## config.mk

```make
export PLATFORM = sky130hd
export DESIGN_NAME = serial_addsub_flat
export DESIGN_NICKNAME = d
export VERILOG_FILES = /design/src/rtl/serial_addsub_if.sv /design/src/rtl/serial_addsub.sv /design/src/flat_wrapper.sv
export SDC_FILE = /design/constraint.sdc
export NUM_CORES = 1
export LEC_CHECK = 0
export CORE_MARGIN = 2
export CORE_UTILIZATION = 48
export DETAILED_ROUTE_END_ITERATION = 6
export GPL_ROUTABILITY_DRIVEN = 0
export PLACE_DENSITY = 0.72
export SLEW_MARGIN = 20
export SYNTH_ARGS = -nofsm -noshare
export SYNTH_HDL_FRONTEND = slang
export SYNTH_SLANG_ARGS = --single-unit
```

## constraint.sdc

```tcl
create_clock -name QCK -period 1.9 [get_ports QCK]
set_input_delay 0.38 -clock QCK [delete_from_list [all_inputs] [get_ports QCK]]
set_output_delay 0.38 -clock QCK [all_outputs]
set_load 0.01 [all_outputs]
```

## src/rtl/serial_addsub_if.sv

```systemverilog
// Serial add/subtract bit stream: operand bits in, result bits and word status out.
interface serial_addsub_if;
  logic QEN, START, OP, A, B;
  logic DZ, DV, CO, ZF, DONE;

  modport master (output QEN, START, OP, A, B, input DZ, DV, CO, ZF, DONE);
  modport slave  (input QEN, START, OP, A, B, output DZ, DV, CO, ZF, DONE);
endinterface

```

## src/rtl/serial_addsub.sv

```systemverilog
// Bit-serial LSB-first adder/subtractor with a single carry/borrow flop;
// reports final carry/borrow and a zero flag one cycle after each word's MSB.
module serial_addsub #(
  parameter int WIDTH      = 8,
  parameter     OP_DEFAULT = "ADD"
) (
  input  logic            QCK,
  input  logic            QRTN,
  serial_addsub_if.slave  bus
);
  localparam int             CW     = $clog2(WIDTH + 1);
  localparam logic [CW-1:0]  LAST   = CW'(WIDTH - 1);
  localparam logic           OP_RST = (OP_DEFAULT == "SUB");

  typedef enum logic {IDLE, RUN} state_t;

  state_t        state_q, state_d;
  logic [CW-1:0] cnt_q, cnt_d;
  logic          c_q, c_d, z_q, z_d, op_q, op_d;
  logic          dz_q, dv_q, co_q, zf_q, done_q;

  logic accept, last, op_eff, c_in, z_in, sum, c_nxt, z_nxt;

  always_comb begin
    state_d = state_q;
    cnt_d   = cnt_q;
    c_d     = c_q;
    z_d     = z_q;
    op_d    = op_q;
    accept  = bus.QEN & (bus.START | (state_q == RUN));
    // A START bit always opens a fresh word: new op, no carry-in, zero flag re-armed.
    op_eff  = bus.START ? bus.OP : op_q;
    c_in    = bus.START ? 1'b0   : c_q;
    z_in    = bus.START | z_q;
    sum     = bus.A ^ bus.B ^ c_in;
    c_nxt   = op_eff ? ((~bus.A & bus.B) | (~(bus.A ^ bus.B) & c_in))
                     : ((bus.A & bus.B) | (bus.A & c_in) | (bus.B & c_in));
    z_nxt   = z_in & ~sum;
    last    = bus.START ? (WIDTH == 1) : (cnt_q == LAST);
    if (accept) begin
      op_d = op_eff;
      c_d  = c_nxt;
      z_d  = z_nxt;
      if (last) begin
        state_d = IDLE;
        cnt_d   = '0;
      end else begin
        state_d = RUN;
        cnt_d   = bus.START ? CW'(1) : cnt_q + CW'(1);
      end
    end
  end

  always_ff @(posedge QCK or negedge QRTN) begin
    if (!QRTN) begin
      state_q <= IDLE;
      cnt_q   <= '0;
      c_q     <= 1'b0;
      z_q     <= 1'b0;
      op_q    <= OP_RST;
      dz_q    <= 1'b0;
      dv_q    <= 1'b0;
      co_q    <= 1'b0;
      zf_q    <= 1'b0;
      done_q  <= 1'b0;
    end else begin
      state_q <= state_d;
      cnt_q   <= cnt_d;
      c_q     <= c_d;
      z_q     <= z_d;
      op_q    <= op_d;
      dv_q    <= accept;
      done_q  <= accept & last;
      if (accept) dz_q <= sum;
      if (accept & last) begin
        co_q <= c_nxt;
        zf_q <= z_nxt;
      end
    end
  end

  assign bus.DZ   = dz_q;
  assign bus.DV   = dv_q;
  assign bus.CO   = co_q;
  assign bus.ZF   = zf_q;
  assign bus.DONE = done_q;
endmodule

```

## src/flat_wrapper.sv

```systemverilog
// flat-port wrapper written by rule: the top's interface ports become plain ports
module serial_addsub_flat 
#(
  parameter int WIDTH      = 8,
  parameter     OP_DEFAULT = "   "
)
  (QCK, QRTN, bus_QEN, bus_START, bus_OP, bus_A, bus_B, bus_DZ, bus_DV, bus_CO, bus_ZF, bus_DONE);
  serial_addsub_if bus_i ();
  input  logic QCK;
  input  logic QRTN;
  input wire logic [$bits(bus_i.QEN)-1:0] bus_QEN;
  input wire logic [$bits(bus_i.START)-1:0] bus_START;
  input wire logic [$bits(bus_i.OP)-1:0] bus_OP;
  input wire logic [$bits(bus_i.A)-1:0] bus_A;
  input wire logic [$bits(bus_i.B)-1:0] bus_B;
  output wire logic [$bits(bus_i.DZ)-1:0] bus_DZ;
  output wire logic [$bits(bus_i.DV)-1:0] bus_DV;
  output wire logic [$bits(bus_i.CO)-1:0] bus_CO;
  output wire logic [$bits(bus_i.ZF)-1:0] bus_ZF;
  output wire logic [$bits(bus_i.DONE)-1:0] bus_DONE;
  assign bus_i.QEN = bus_QEN;
  assign bus_i.START = bus_START;
  assign bus_i.OP = bus_OP;
  assign bus_i.A = bus_A;
  assign bus_i.B = bus_B;
  assign bus_DZ = bus_i.DZ;
  assign bus_DV = bus_i.DV;
  assign bus_CO = bus_i.CO;
  assign bus_ZF = bus_i.ZF;
  assign bus_DONE = bus_i.DONE;
  serial_addsub #(.WIDTH(WIDTH), .OP_DEFAULT(OP_DEFAULT)) u_core (.QCK(QCK), .QRTN(QRTN), .bus(bus_i));
endmodule
```

==> results.cfg <==
[outcome]
outcome = completed

[global_routing]
track_usage_pct = 20.84
globalRouteOverflowTotal = 0
grt_pass1_wl_um = 2111
grt_pass1_vias = 464
antenna_found_initial = 0
grt_max_degree = 14

[route]
routedLengthMet1_um = 501
drc_errors = 0
via_per_inst = 5.543
firstDrtPassIters = 4
wl_um = 1254
wl_met2_um = 616
num_vias = 510
route.met3.wl_um = 98
top_layer = met4
drtIter0Drc = 11
ant_nets = 0
post_drt_wl_per_cell_um = 13.63

[clocking]
clk_pin_slew_ps = 70
cts_buffers = 3
holdBufCountCts = 0
cts_resized = 0
clk_path_buf_depth = 2
clkLatencyLatePin_ps = 270
post-cts-setup-buffers = 0
cts_root_buf = clkbuf_4
cts_tree = done
htreeDepth = 1
cts.sinks = 13

[die]
start_util_pct = 50.96
die_h_um = 41.17
row_count = 13
coreArea_sq_mm = 0.001301
dieArea_sq_mm = 0.001695
die_x_um = 41.17
io_pins = 12

[critical_path]
cp.depth = 6
arrival_ps = 1880
path_class = input pin to flip-flop
rr_endpoint = u_core.bus.CO
reg2reg_from = u_core.cnt_q[0]
crit_required_ps = 2120
regToRegSetupSlack_ps = 460
critPathBufInv = 2
rr_worst_depth = 3
endpoint_kind = flip-flop
crit_fanout = 2
path_cells = clkdlybuf4s50_1 > nand2b_1 > buf_4 > fa_1 > mux2i_1 > mux2_4
startpoint_type = input pin
critPathMaxStageDelay_ps = 430
crit_slowest_cell = clkdlybuf4s50_1
critPathTopFamily = buffers and inverters

[sta]
finalSetupViolations = 0
whs_ps = 461.4
rsz0062_at_grt = no
worst_pin_slew_ps = 555.7
period_share_pct = 87.50
hold_viol_final = 0
fmax_mhz = 601.5
fin_worst_skew_ps = 1.094
relSlewSlack_pct = 62.83
final_max_slew_viol_count = 0
finalCriticalPeriod_ps = 1662

[cells_and_area]
fillers = 112
largest_register = u_core.cnt_q
diodes = 0
layout.cells.non_filler = 92
largest_reg_flops = 4
drive_gt1_share_pct = 20.78
utilization_pct = 65.19
nNetsFinal = 88
area_growth_syn_to_layout_pct = 27.92

[placement]
port-buffer-count = 11
dpl.cell_count = 88
dp_hpwl_um = 942.7

[yosys]
synthesis.nets = 68
yosysSeqAreaShare_pct = 49.06
syn_inst = 58
synth-seq-cells = 13
synth.distinct_cells = 24
syn-cell-area_sq_um = 663.1
ys_warn_count = 0
avgSynthCellArea_sq_um = 11.43

[flow_run]
cap_viol_max_count = 0

[pwr]
power.leakage_nw = 0.3829
p_per_area_mw_per_mm2 = 967.1
peakVddDrop_v = 0.0005876
power.total_mw = 0.8204

[worst_hold_path]
hp-class = input pin to async pin
[cells in the mapped netlist (all sizes together)]
cell type,count,area share [%]
a211oi,1,1.1
a21oi,4,3.0
a2bb2oi,1,1.3
and3,1,1.1
and4,1,1.3
buf,1,1.1
dfrtp,13,49
fa,2,6.0
ha,1,1.9
inv,6,3.4
mux2,4,7.9
mux2i,2,3.0
nand2,6,3.4
nand2b,1,0.94
nand3b,1,1.1
nand4b,1,2.3
nor2,4,2.3
nor2b,2,1.9
nor3b,1,2.8
o21ai,2,1.5
o22ai,2,1.9
o32a,1,1.5
[power by group]
part | total, mW | switching, mW | internal (mW)
Combinational | 0.268 | 0.108 | 0.160
Sequential | 0.387 | 0.0487 | 0.338
Clock | 0.166 | 0.0841 | 0.0815
[layer usage]
metal / up-vias / track usage (%)
met2: 22 / 32.03
li1: 241 / -
met5: - / 0
met4: 0 / 12.10
met3: 6 / 8.152
met1: 241 / 24.41
[cells in the final DEF, fill, tap and decap left out, drive strengths merged]
cell type / count
nand2b: 1
ha: 1
buf: 5
fa: 2
nand2: 6
o22ai: 2
nor2: 4
clkdlybuf4s50: 11
o32a: 1
inv: 6
a2bb2oi: 1
a21oi: 4
nor3b: 1
clkbuf: 4
and4: 1
a211oi: 1
nand4b: 1
dfrtp: 13
and3: 1
nand3b: 1
mux2: 4
o21ai: 2
nor2b: 2
mux2i: 2
[how the worst max path moves through the flow]
| stage | start | end | slack, ps |
|---|---|---|---|
| after floorplan | bus_START | u_core.bus.ZF | 260 |
| after global routing | bus_START | u_core.bus.CO | 180 |
| after detailed placement | bus_START | u_core.bus.CO | -30 |
| final | bus_START | u_core.bus.CO | 240 |
| after CTS | bus_START | u_core.bus.CO | 250 |
| after global placement | bus_START | u_core.bus.ZF | -7 |
[cells by family (layout without fill, tap and decap cells)]
kind of cell	count (synthesis)	count (layout)	share of synthesized area, %
and+or+nand+nor	18	18	17.17
DFF	13	13	49.06
AOI/OAI and AO/OA	11	11	10.38
buffers and inverters	7	26	4.528
muxes	6	6	10.94
adders and majority gates	3	3	7.924
[through the flow]
step / setup TNS (ps) / worst slack, ps / cell area [sq um]
after floorplan: 0 / 260.9 / 663.1
after global placement: -10.50 / -6.621 / 822.0
after detailed placement: -86.56 / -33.13 / 822.0
after CTS: 0 / 253.1 / 848.3
after global routing: 0 / 175.7 / 848.3
final: 0 / 237.6 / 848.3
[cell type report]
cell class | instances | area [sq um] | area share [%]
Clock buffer | 4 | 26.28 | 3.097
Inverter | 6 | 22.52 | 2.655
Multi-Input combinational cell | 38 | 307.8 | 36.28
Sequential cell | 13 | 325.3 | 38.35
Tap cell | 15 | 18.77 | 2.212
Timing Repair Buffer | 16 | 147.6 | 17.40
Power figures use the tool's default switching activity.
